--- config.mk ---
export PLATFORM = sky130hd
export DESIGN_NAME = idp_decoder_27_flat
export DESIGN_NICKNAME = d
export VERILOG_FILES = /design/src/rtl/idp_decoder_27_if.sv /design/src/rtl/idp_decoder_27.sv /design/src/flat_wrapper.sv
export SDC_FILE = /design/constraint.sdc
export NUM_CORES = 1
export LEC_CHECK = 0
export ABC_AREA = 1
export CORE_ASPECT_RATIO = 1.75
export CORE_MARGIN = 2
export CORE_UTILIZATION = 61
export CTS_BUF_LIST = sky130_fd_sc_hd__clkbuf_16
export DETAILED_ROUTE_END_ITERATION = 16
export PLACE_DENSITY = 0.82
export SLEW_MARGIN = 40
export SYNTH_ARGS = -nofsm -noshare
export SYNTH_HDL_FRONTEND = slang
export SYNTH_SLANG_ARGS = --single-unit
--- constraint.sdc ---
create_clock -name clock -period 7.55 [get_ports clock]
set_clock_uncertainty 0.05 [all_clocks]
set_input_delay 1.8875 -clock clock [delete_from_list [all_inputs] [get_ports clock]]
set_output_delay 1.8875 -clock clock [all_outputs]
set_load 0.03 [all_outputs]
--- src/rtl/idp_decoder_27_if.sv ---
// Bundles the codeword-side and data-side signals of the 27-bit IDP decoder.
// master drives codewords and controls; slave is the decoder.
`ifndef IBLEN27
`define IBLEN27 20
`endif

interface idp_decoder_27_if #(parameter int ERR_CNT_W = 16) ();
    logic                  in_valid;
    logic [26:0]           codein;
    logic                  hold;
    logic                  clr_err;
    logic                  out_valid;
    logic [`IBLEN27-1:0]   dataout;
    logic                  code_err;
    logic [ERR_CNT_W-1:0]  err_cnt;

    modport master (
        output in_valid, codein, hold, clr_err,
        input  out_valid, dataout, code_err, err_cnt
    );

    modport slave (
        input  in_valid, codein, hold, clr_err,
        output out_valid, dataout, code_err, err_cnt
    );
endinterface

--- src/rtl/idp_decoder_27.sv ---
// Receive-side decoder for the 27-bit IDP crosstalk-avoidance code: 4-bit MSB
// group offset plus 23 Fibonacci digits, 3-stage pipeline with global hold.
`ifndef IBLEN27
`define IBLEN27 20
`endif

module idp_decoder_27 #(
    parameter int ERR_CNT_W = 16
) (
    input  logic            clock,
    input  logic            rst_n,
    idp_decoder_27_if.slave bus
);
    localparam int DW     = `IBLEN27;
    localparam int STAGES = 3;

    // FNS[k] is the weight of Fibonacci digit k+1: 1, 2, 3, 5, 8, ...
    function automatic logic [26:0][DW-1:0] fns_tab();
        logic [26:0][DW-1:0] t;
        t[0] = DW'(1);
        t[1] = DW'(2);
        for (int k = 2; k < 27; k++) t[k] = t[k-1] + t[k-2];
        return t;
    endfunction

    localparam logic [26:0][DW-1:0] FNS = fns_tab();

    typedef struct packed {
        logic [DW-1:0] off;
        logic [DW-1:0] lo_a;
        logic [DW-1:0] lo_b;
        logic          err;
    } s2_t;

    logic [STAGES:1]      vld_pipe;
    logic [26:0]          s1_code;
    s2_t                  s2_d, s2_q;
    logic [DW-1:0]        data_q;
    logic                 err_q;
    logic [ERR_CNT_W-1:0] cnt_q;

    always_comb begin
        s2_d = '0;
        unique case (s1_code[26:23])
            4'b0000: s2_d.off = '0;
            4'b0001: s2_d.off = FNS[23];
            4'b1000: s2_d.off = FNS[25];
            4'b1001: s2_d.off = FNS[23] + FNS[25];
            4'b0011: s2_d.off = FNS[23] + FNS[26];
            4'b1100: s2_d.off = FNS[25] + FNS[26];
            4'b0110: s2_d.off = FNS[26] + FNS[26];
            4'b0111: s2_d.off = FNS[26] + FNS[26] + FNS[23];
            4'b1110: s2_d.off = FNS[26] + FNS[26] + FNS[25];
            4'b1111: s2_d.off = FNS[26] + FNS[26] + FNS[25] + FNS[23];
            default: s2_d.err = 1'b1;
        endcase
        // Split the digit sum in two halves to shorten the S2 adder chain.
        for (int k = 0; k < 12; k++)
            if (s1_code[k]) s2_d.lo_a = s2_d.lo_a + FNS[k];
        for (int k = 12; k < 23; k++)
            if (s1_code[k]) s2_d.lo_b = s2_d.lo_b + FNS[k];
    end

    always_ff @(posedge clock or negedge rst_n) begin
        if (!rst_n) begin
            vld_pipe <= '0;
            s1_code  <= '0;
            s2_q     <= '0;
            data_q   <= '0;
            err_q    <= 1'b0;
            cnt_q    <= '0;
        end else if (!bus.hold) begin
            vld_pipe <= {vld_pipe[STAGES-1:1], bus.in_valid};
            if (bus.in_valid) s1_code <= bus.codein;
            s2_q <= s2_d;
            if (vld_pipe[2]) begin
                data_q <= s2_q.err ? '0 : s2_q.off + s2_q.lo_a + s2_q.lo_b;
                err_q  <= s2_q.err;
            end
            // Clear takes priority over the count of the word landing this edge.
            if (bus.clr_err)
                cnt_q <= '0;
            else if (vld_pipe[2] && s2_q.err && cnt_q != '1)
                cnt_q <= cnt_q + 1'b1;
        end
    end

    assign bus.out_valid = vld_pipe[STAGES];
    assign bus.dataout   = data_q;
    assign bus.code_err  = err_q;
    assign bus.err_cnt   = cnt_q;
endmodule

--- src/flat_wrapper.sv ---
// flat-port wrapper written by rule: the top's interface ports become plain ports
module idp_decoder_27_flat 
#(
    parameter int ERR_CNT_W = 16
)
  (clock, rst_n, bus_in_valid, bus_codein, bus_hold, bus_clr_err, bus_out_valid, bus_dataout, bus_code_err, bus_err_cnt);
  idp_decoder_27_if #(.ERR_CNT_W(ERR_CNT_W)) bus_i ();
  input  logic clock;
  input  logic rst_n;
  input wire logic [$bits(bus_i.in_valid)-1:0] bus_in_valid;
  input wire logic [$bits(bus_i.codein)-1:0] bus_codein;
  input wire logic [$bits(bus_i.hold)-1:0] bus_hold;
  input wire logic [$bits(bus_i.clr_err)-1:0] bus_clr_err;
  output wire logic [$bits(bus_i.out_valid)-1:0] bus_out_valid;
  output wire logic [$bits(bus_i.dataout)-1:0] bus_dataout;
  output wire logic [$bits(bus_i.code_err)-1:0] bus_code_err;
  output wire logic [$bits(bus_i.err_cnt)-1:0] bus_err_cnt;
  assign bus_i.in_valid = bus_in_valid;
  assign bus_i.codein = bus_codein;
  assign bus_i.hold = bus_hold;
  assign bus_i.clr_err = bus_clr_err;
  assign bus_out_valid = bus_i.out_valid;
  assign bus_dataout = bus_i.dataout;
  assign bus_code_err = bus_i.code_err;
  assign bus_err_cnt = bus_i.err_cnt;
  idp_decoder_27 #(.ERR_CNT_W(ERR_CNT_W)) u_core (.clock(clock), .rst_n(rst_n), .bus(bus_i));
endmodule
== Word level (Yosys, flattened, before mapping) ==
Index checks and enable logic that the tools add are counted.
Cells by class
  $add $sub $neg: 24
  eq/ne operators: 10
  mux-type cells: 28
  bitwise gates (word level): 1
  reduce and logical (&&, ||, !) cells: 8
Operator list (number)
  $mux W20: 22
  $pmux W20 S9: 1
  $add A20 B13 Y20 const B: 2
  $add A20 B15 Y20 const B: 2
  $add A20 B20 Y20: 2
  $add A20 B4 Y20 const B: 2
  $add A20 B6 Y20 const B: 2
  $add A20 B8 Y20 const B: 2
  $mux W16: 2
  $add A20 B10 Y20 const B: 1
  $add A20 B11 Y20 const B: 1
  $add A20 B12 Y20 const B: 1
  $add A20 B14 Y20 const B: 1
  $add A20 B16 Y20 const B: 1
  $add A20 B2 Y20 const B: 1
  $add A20 B3 Y20 const B: 1
  $add A20 B5 Y20 const B: 1
  $add A20 B7 Y20 const B: 1
  $eq A4 B4 Y1 const B: 5
  $add A16 B1 Y16 const B: 1
  $ne A16 B16 Y1 const B: 1
  $add A9 B10 Y11 const B: 1
  $reduce_or A10 Y1: 1
  $mux W9: 1
  10 further kinds: 15
Storage, ports and cells
  flip-flop bits (word level): 128
  output and inout bits: 38

== Depth between registers and ports, before layout ==
Gate-level depths: netlist of the first run.
  depth in word-level cells: 23
  gate-level depth with buffers: 45

== Worst setup path after synthesis of the first run ==
OpenSTA, ideal clock, no wires.
  path kind: register to register
  start: reg u_core.s1_code[12]
  end: reg u_core.s2_q[16] (netlist bit)
  library setup time: 0.117 ns
  arrival time: 5.084 ns
  data required time: 7.383 ns
  setup slack: 2.298 ns
  stages on the path, launching flop included: 38
  path buffers: 0
  cells stage by stage: dfrtp_1 -> inv_1 -> ha_1 -> nand2_2 -> inv_1 -> nor2_1 -> ha_1 -> nand2_1 -> nand2_1 -> ha_1 -> or2_2 -> nand2_1 -> inv_1 -> ha_1 -> inv_1 -> o21ai_0 -> inv_1 -> nand2_1 -> [... 2 more ...] -> o21ai_0 -> ha_1 -> nand2_1 -> o21a_1 -> nand3_1 -> xnor2_1 -> inv_1 -> ha_1 -> nand2_1 -> nand2_1 -> nand2_1 -> nand2_1 -> nand2_1 -> nand3_1 -> nand2_1 -> nand4_1 -> nand3_1 -> nand2_1
Between the ends
  longest elaborated chain between the ends: 21
RTL lines
  start, declared: line idp_decoder_27.sv:36  | logic [26:0] s1_code;
  start signal, assigned: line idp_decoder_27.sv:74  | if (bus.in_valid) s1_code <= bus.codein;
  $mux W9 (*): line idp_decoder_27.sv:61  | if (s1_code[k]) s2_d.lo_b = s2_d.lo_b + FNS[k];
  $add A9 B10 Y11: line idp_decoder_27.sv:61
  $mux W20 (*): line idp_decoder_27.sv:61
  $add A20 B10 Y20: line idp_decoder_27.sv:61
  $mux W20 (*): line idp_decoder_27.sv:61
  $add A20 B11 Y20: line idp_decoder_27.sv:61
  $mux W20 (*): line idp_decoder_27.sv:61
  $add A20 B12 Y20: line idp_decoder_27.sv:61
  [... 5 more ...]
  $add A20 B14 Y20: line idp_decoder_27.sv:61
  $mux W20 (*): line idp_decoder_27.sv:61
  $add A20 B15 Y20: line idp_decoder_27.sv:61
  $mux W20 (*): line idp_decoder_27.sv:61
  $add A20 B15 Y20: line idp_decoder_27.sv:61
  $mux W20 (*): line idp_decoder_27.sv:61
  $add A20 B16 Y20: line idp_decoder_27.sv:61
  $mux W20 (*): line idp_decoder_27.sv:61
  end signal, assigned: line idp_decoder_27.sv:68  | s2_q <= '0;
  end signal, assigned: line idp_decoder_27.sv:75  | s2_q <= s2_d;
  end, declared: line idp_decoder_27.sv:37  | s2_t s2_d, s2_q;
Mark *: on every way between the ends. The rest lies on a longest branch, timed or not.
A chain may end at the register's enable or synchronous reset.

== Final worst setup path of the first run ==
Same ends and word-level chain as after synthesis.

==> results of run 1 <==
layout by cell type (no fill, tap or decap), types with 3 or more instances in the layout:
master	n
nand2_1	464
inv_1	169
nand3_1	131
nor2_1	131
dfrtp_1	115
o21ai_0	78
clkdlybuf4s50_1	67
a21oi_1	56
ha_1	51
xor2_1	34
nand2_2	33
nand4_1	19
inv_2	18
clkbuf_16	17
nor3_1	16
nor2_2	15
xnor2_1	14
o21ai_1	13
nand3_2	13
fa_1	13
nand3b_1	9
a22o_1	7
buf_4	7
o21bai_1	5
inv_6	5
xnor2_2	4
or2_2	4
inv_8	4
o21a_1	3
a21oi_2	3
nand2_4	3
xor2_2	3
nor2_4	3
o31ai_1	3
registers in the layout, summed over array words and instances, names as in the netlist:
signal               flops
u_core.bus.code_err      1
u_core.bus.dataout      20
u_core.bus.err_cnt      16
u_core.s1_code          27
u_core.s2_q             48
u_core.vld_pipe          3
worst max-delay path by stage:
stage / from / slack [ns] / endpoint
after floorplan: u_core.s1_code[12] / 2.30 / u_core.s2_q[16]
after global placement: u_core.s1_code[14] / 1.92 / u_core.s2_q[16]
after detailed placement: u_core.s1_code[12] / 1.73 / u_core.s2_q[16]
after CTS: u_core.s1_code[12] / 1.71 / u_core.s2_q[16]
after global routing: u_core.s1_code[12] / 1.08 / u_core.s2_q[16]
final: u_core.s1_code[12] / 1.69 / u_core.s2_q[16]
cell type report:
class	count	area (µm²)	share of cell area
Multi-Input combinational cell	1155	6264	0.5485
Sequential cell	115	2878	0.2520
Timing Repair Buffer	76	739.5	0.06475
Inverter	189	709.4	0.06212
Clock buffer	17	425.4	0.03725
Tap cell	189	236.5	0.02071
Clock inverter	15	167.7	0.01468
synth_stat cells (15+ instances only):
cell	count	area (µm²)
a21oi_1	56	280.3
clkbuf_1	19	71.32
dfrtp_1	115	2878
ha_1	51	638.1
inv_1	169	634.4
inv_2	18	67.56
nand2_1	465	1745
nand2_2	32	200.2
nand3_1	131	655.6
nand4_1	19	118.9
nor2_1	131	491.7
nor2_2	15	93.84
nor3_1	16	80.08
o21ai_0	78	390.4
xor2_1	34	297.8
through the flow:
step	cell area, µm²	worst slack (ns)	hold WS, ns	cells	utilization
after floorplan	9996	2.298	0.3926	1492	-
after global placement	10820	1.919	0.4097	1724	0.6785
after detailed placement	10820	1.726	0.4199	1724	0.6785
after CTS	11420	1.713	0.4365	1756	0.7157
after global routing	11420	1.084	0.4605	1756	0.7159
final	11420	1.691	0.4310	1756	0.7159
metal layers:
metal / GRT usage / vias up / wire length (µm)
met5: 0 / - / 0
met4: 0.1387 / 0 / 1045
met3: 0.05161 / 64 / 687
met2: 0.5383 / 181 / 13040
met1: 0.2560 / 4415 / 8173
li1: - / 4910 / -
critical path, delay by kind of cell, from the launching register on:
family | cells | cell delay (ns)
adder cells (fa/ha/maj) | 7 | 1.89
AND/OR/NAND/NOR | 20 | 1.86
AO/OA/AOI/OAI | 3 | 0.77
buffers and inverters | 6 | 0.49
flip-flops | 1 | 0.49
XOR/XNOR | 1 | 0.18
cells by family (layout without fill, tap and decap cells):
logic type,count (synthesis),in the layout
mux,1,1
buf+inv,222,297
flops,115,115
simple gates,852,852
compound gates,182,182
fa+ha+maj,64,64
xor+xnor,56,56
==> results.md, run 1 <==
- Area share of fa/ha/maj cells after synthesis: 0.08987
- Avg Inst Size Synth: approximately 6.7 µm²
- Die width: between 100 and 150 µm
- Worst min-delay path category: register to register
- Antenna-violating nets left: 0
- Number of cells traversed by the worst hold path: 2
- Fin crit share: 0.7760
- Post-synthesis share of cell area spent on xor and xnor gates: 0.05620
- Initial DRC count: around 340
- Data arrival time at the worst-slack endpoint: approximately 6.1 ns
- Clock tree sinks: around 120
- RSZ-0062 raised after global routing: false
- End of the worst register-to-register path: u_core.s2_q[16]
- Reported max-cap violation count: 0
- Hold path start: u_core.bus.dataout[15]
- Count of filler cells inserted in the layout: 1,369
- Portion of netlist area occupied by mux cells: 0.001127
- Data required time of the worst path: 7.81 ns
- Half-perimeter wire length after detailed placement: 18.16 mm
- Status: complete, no violations
- Count of endpoints failing hold in the final timing report: 0
- P&R area growth vs syn: 14.24%
- Largest net degree at the start of global routing: 79
- Total track usage: 0.2741
- Chip Height: 173.3 µm
- Drt via density: 5.450
- Routed vias: between 9k and 10k
- GP Congestion: around 0.9
- Highest achievable clock rate: 170.7 MHz
- Main combinational cell family by area after synthesis: simple AND/OR/NAND/NOR gates
- Worst Hold Endpoint: u_core.bus.dataout[15]
- Count of endpoints failing setup in the final report: 0
- Register area share after synthesis: 0.2879
- Max stage delay on crit path: slightly below 0.5 ns
- Most Frequent Cell on Critical Path: nand2_1
- Synth Cell Area: approximately 10000 µm²
- Gr ovfl total: 0
- Detail-routed net length per standard cell: around 13 µm
- Compound-gate portion of the synthesized area: 0.1019
- Post-route DRC: 0
- Insertion delay to the later sink of the worst-skew pair: 0.43 ns
- Vias in the first global route: ~9k
- H-tree depth reported by CTS: 4
- Setup tns final: 0 ns
- Largest fanout on the critical path: 7
- Syn_nets: 1,588
- Antenna diode count: 0
- Root Buffer: clkbuf_16
- Global-route wire length before repair: ~39 mm
- Register-to-Register Setup Slack: about 1.7 ns
- EDFF count, synth: 0
- Clock tree from TritonCTS: done
- Slowest stage cell, crit path: dfrtp_1
- Most used flip-flop cell after synthesis: dfrtp_1
- Share of flip-flops with an asynchronous set or reset: 1.000
- Number of standard cells after synthesis: between 1k and 1.5k
- Area share of and/or/nand/nor cells after synthesis: 0.3773
- Count of state elements after synthesis: 115
- Initial antenna violation count: 0
- Total of hold buffers inserted after clock tree synthesis: 0
- YS warnings: 0
- Shortest clock period the worst path allows after layout: 5.859 ns
- Number of gates resized after CTS: 0
- Port Buffer Count: between 60 and 70
- Start of the worst register-to-register path: u_core.s1_code[12]
- # Post-CTS Setup Buffers: 0
- Starting density of the core: 0.6266
- Area inside the core boundary: 15,950 µm²
- Critical Path Sink Type: register
- R2R cell count: 37
- Wire length after detailed routing: approximately 23 mm
- Number of rows created at floorplan: a little over 60
- Die ar.: 17,470 µm²
- CP Launch Type: register
- Number of distinct library cells after synthesis: a little under 60
- Worst-margin pin slew: just under 0.7 ns
- Initial DRT Pass Iterations: 5
- Nets@finish: around 1.7k
- Worst-case headroom to the max-slew limit: 0.5420
- Category of the most critical setup path: register to register
- Proportion of layout cells with a drive suffix above 1: 0.09572
- Number of top-level pins: 70
- Num CTS Buffers: 17
- Clk pin slew, worst setup/hold paths: 0.07 ns
- Max-slew violation count: 0
- CTS Buffer Depth: 2
Power of run 1 is left out: the tool's default activity adds up to more than one toggle a clock period on the data nets, which glitch-free logic cannot reach.
==> run 2, diff against run 1 <==
- clock period: 7.55 -> 5.4 ns (I/O delays scaled with it)
==> results.md, run 2 (synthesis gave the netlist of run 1 again) <==
- Number of standard cells in the final layout excluding fillers: about 1.8k
- Most frequent standard cell in the layout excluding fill and tap cells: nand2_1
- Worst-margin pin slew: between 0.8 and 0.9 ns
- Register with the most flip-flops: u_core.s2_q
- Shortest clock period the worst path allows after layout: 5.442 ns
- Worst-case headroom to the max-slew limit: 0.4492
- Antenna diode count: 0
- Count of endpoints failing setup in the final report: 3
- Total track usage: 0.2768
- Initial DRC count: 600
- P&R area growth vs syn: 20.78%
- Wire length after detailed routing: ~26 mm
- Fin crit share: 1.008
- Number of rows created at floorplan: between 60 and 70
- Detail-routed net length per standard cell: between 10 and 15 µm
- CTS Buffer Depth: 2
- Max-slew violation count: 0
- CP Launch Type: register
- Global-route wire length before repair: around 40 mm
- Category of the most critical setup path: register to register
- Area inside the core boundary: approximately 16,000 µm²
- Post-route DRC: 0
- Area of combinational cells with multiple inputs: approximately 6700 µm²
- Drt via density: roughly 5.6
- Initial antenna violation count: 0
- Reported max-cap violation count: 0
- Chip Height: about 170 µm
- Clock tree from TritonCTS: done
- Die ar.: approximately 17,000 µm²
- Final core utilization: 0.7568
- Clk pin slew, worst setup/hold paths: ~0.06 ns
- Top library cells by usage in the layout, fill and taps aside: nand2_1, inv_1, nand3_1
- Num CTS Buffers: 17
- GP Congestion: approximately 0.93
- Count of endpoints failing hold in the final timing report: 0
- Die width: roughly 100 µm
- Status: finished with violations
- Insertion delay to the later sink of the worst-skew pair: approximately 0.42 ns
- Nets@finish: between 1.5k and 2k
- Slowest stage cell, crit path: dfrtp_1
- Largest fanout on the critical path: 4
- Data required time of the worst path: around 5.7 ns
- Critical Path Sink Type: register
- Proportion of layout cells with a drive suffix above 1: 0.1682
- Initial DRT Pass Iterations: 7
- Failing checks: negative setup slack
- Most Frequent Cell on Critical Path: nand2_1
- Worst min-delay path category: register to register
- Number of placed cells counting well taps: roughly 1.7k
- Port Buffer Count: between 60 and 70
- Half-perimeter wire length after detailed placement: ~18 mm
- Highest achievable clock rate: 183.8 MHz
- Largest net degree at the start of global routing: 78
- Routed vias: around 10k
- Data arrival time at the worst-slack endpoint: 5.70 ns
- H-tree depth reported by CTS: 4
- Antenna-violating nets left: 0
- Number of top-level pins: 70
- Root Buffer: clkbuf_16
- Vias in the first global route: about 9.4k
- Area taken by flip-flops and latches: about 2900 µm²
- Gr ovfl total: 0
- Clock tree sinks: 115
- Max stage delay on crit path: roughly 0.39 ns
- Total of hold buffers inserted after clock tree synthesis: 0
- Final critical-path setup slack: -0.04173 ns
- Starting density of the core: 0.6266
- Count of filler cells inserted in the layout: 1,144
- Setup tns final: -0.07882 ns
- Max reg flops: 48
-- run 2: worst max-delay path: cells and delay by family (launching register included) --
kind	cells	cell delay, ns
flops	1	0.39
fa+ha+maj	5	1.35
compound gates	2	0.30
buf+inv	5	0.34
simple gates	27	2.64
xor+xnor	1	0.25
-- run 2: layer usage --
| layer | up-vias | global-route usage | share of wire |
|---|---|---|---|
| li1 | 4967 | - | - |
| met1 | 4693 | 0.2527 | 0.34 |
| met2 | 309 | 0.5508 | 0.56 |
| met3 | 107 | 0.04637 | 0.036 |
| met4 | 0 | 0.1461 | 0.063 |
| met5 | - | 0 | 0 |
-- run 2: metrics by stage --
| stage | worst slack [ns] | hold slack, ns | cell area [µm²] |
|---|---|---|---|
| after global placement | 0.03407 | 0.4068 | 10910 |
| after detailed placement | -0.1317 | 0.4177 | 10920 |
| after CTS | -0.003756 | 0.4336 | 11550 |
| after floorplan | 0.1484 | 0.3926 | 9996 |
| after global routing | -0.3042 | 0.4551 | 12070 |
| final | -0.04173 | 0.4307 | 12070 |
-- run 2: repair_timing --
item	in CTS	in global routing
pin swaps	6	52
buffers inserted	2	18
endpoints found under the hold margin	0	0
setup endpoints to repair	9	17
gates resized for setup	9	103
-- run 2: cell type report --
type | instances | area share
repair buffers | 108 | 0.08084
inverters | 189 | 0.05897
flip-flops and latches | 115 | 0.2384
well taps | 189 | 0.01959
clock inverters | 15 | 0.01378
clock buffers | 17 | 0.03524
multi-input cells | 1155 | 0.5532
-- run 2: final timing paths --
check	slack, ns	endpoint	startpoint	cells past startpoint
setup / recovery	-0.04	u_core.s2_q[17]	u_core.s1_code[13]	40
min in group asynchronous	0.77	u_core.s1_code[22]	rst_n	1
max in group asynchronous	3.57	u_core.s1_code[17]	rst_n	2
hold reg to reg	0.43	u_core.bus.dataout[14]	u_core.bus.dataout[14]	2
setup reg to reg	-0.04	u_core.s2_q[17]	u_core.s1_code[13]	40
hold / removal	0.43	u_core.bus.dataout[14]	u_core.bus.dataout[14]	2
Power of run 2 is left out for the same reason.
==> run 3, diff against run 2 <==
- MAX_ROUTING_LAYER: default -> met4
==> results.md, run 3 (synthesis gave the netlist of run 1 again) <==
- Count of endpoints failing setup in the final report: 0
- Area inside the core boundary: between 15,000 and 20,000 µm²
- Post-route DRC: 0
- Antenna diode count: 0
- Port Buffer Count: between 60 and 70
- Global-route wire length before repair: between 30 and 40 mm
- Reported max-cap violation count: 0
- Die width: roughly 100 µm
- Chip Height: around 170 µm
- Status: complete, no violations
- Largest fanout on the critical path: 4
- Highest achievable clock rate: 189.7 MHz
- Data arrival time at the worst-slack endpoint: roughly 5.5 ns
- Worst-case headroom to the max-slew limit: 0.5178
- Count of endpoints failing hold in the final timing report: 0
- Most Frequent Cell on Critical Path: nand2_1
- Initial DRC count: 366
- Insertion delay to the later sink of the worst-skew pair: ~0.42 ns
- Fin crit share: 0.9762
- Shortest clock period the worst path allows after layout: around 5.3 ns
- Data required time of the worst path: 5.67 ns
- H-tree depth reported by CTS: 4
- Max reg flops: 48
- Most frequent standard cell in the layout excluding fill and tap cells: nand2_1
- Num CTS Buffers: 17
- Proportion of layout cells with a drive suffix above 1: 0.1573
- Final core utilization: 0.7528
- Critical Path Sink Type: register
- Category of the most critical setup path: register to register
- Top library cells by usage in the layout, fill and taps aside: nand2_1, inv_1, nand3_1, nor2_1, dfrtp_1
- CTS Buffer Depth: 2
- Register-to-Register Setup Slack: roughly 0.13 ns
- Antenna-violating nets left: 0
- Max-slew violation count: 0
- CP Launch Type: register
- Count of filler cells inserted in the layout: roughly 1.2k
- Initial antenna violation count: 0
- Nets@finish: 1,679
- Detail-routed net length per standard cell: around 14 µm
- Largest net degree at the start of global routing: 78
- Number of top-level pins: 70
- Routed vias: between 9k and 10k
- Root Buffer: clkbuf_16
- Register with the most flip-flops: u_core.s2_q
- Vias in the first global route: 9,349
- Number of rows created at floorplan: around 60
- Max stage delay on crit path: around 0.36 ns
- Cell area reported after detailed placement: between 10,000 and 15,000 µm²
- Worst-margin pin slew: approximately 0.72 ns
- Starting density of the core: 0.6266
- Clock tree sinks: 115
- Clock tree from TritonCTS: done
- Gr ovfl total: 0
- Clk pin slew, worst setup/hold paths: ~0.07 ns
- Slowest stage cell, crit path: dfrtp_1
- P&R area growth vs syn: 20.14%
- Drt via density: 5.511
- GP Congestion: approximately 0.92
- Total of hold buffers inserted after clock tree synthesis: 0
- Wire length after detailed routing: roughly 24 mm
- Worst min-delay path category: register to register
- Initial DRT Pass Iterations: 5
- Die ar.: about 17,000 µm²
- Half-perimeter wire length after detailed placement: between 15 and 20 mm
- Total track usage: 0.2800
- Final Cell Area: about 12,000 µm²
-- run 3: layout make-up --
cell class	instances	area, µm²	area share
clock buffer	17	425.4	0.03542
clock inverter	15	187.7	0.01563
inverter	189	709.4	0.05907
multi-input combinational	1155	6615	0.5508
sequential	115	2878	0.2396
tap	189	236.5	0.01969
timing repair buffer	105	957.2	0.07970
-- run 3: worst paths after layout --
path	startpoint	to	cells past startpoint
setup / recovery	u_core.s1_code[12]	u_core.s2_q[15]	37
hold / removal	u_core.bus.dataout[11]	u_core.bus.dataout[11]	2
setup reg to reg	u_core.s1_code[12]	u_core.s2_q[15]	37
hold reg to reg	u_core.bus.dataout[11]	u_core.bus.dataout[11]	2
max in group asynchronous	rst_n	u_core.s2_q[56]	2
min in group asynchronous	rst_n	u_core.bus.err_cnt[7]	1
-- run 3: routing by layer --
metal	vias to the layer above	track usage	routed length [µm]
met2	230	0.5311	13650
met3	84	0.04153	765
met1	4558	0.2530	8500
met4	0	0.1610	1319
met5	-	-	0
li1	4966	-	-
-- run 3: stage by stage --
step                      cells  hold WS [ns]  setup WS (ns)  setup TNS, ns
final                      1785        0.4312         0.1284              0
after global routing       1785        0.4561        -0.1926         -1.058
after CTS                  1770        0.4352        0.01170              0
after detailed placement   1737        0.4170        -0.1520        -0.8267
after global placement     1737        0.4071       0.005068              0
after floorplan            1492        0.3926         0.1484              0
-- run 3: repair_timing --
action | in CTS | in global routing
pin swaps | 2 | 49
setup endpoints to repair | 9 | 16
resized for setup | 7 | 87
setup buffers | 1 | 15
-- run 3: worst max-delay path, delay by kind of cell (launching register included) --
kind / cells / cell delay, ns
DFF: 1 / 0.36
AOI/OAI and AO/OA: 2 / 0.27
and+or+nand+nor: 21 / 2.06
buffers and inverters: 6 / 0.65
xor gates and xnor gates: 3 / 0.62
adders and majority gates: 5 / 1.15
Power of run 3 is left out for the same reason.
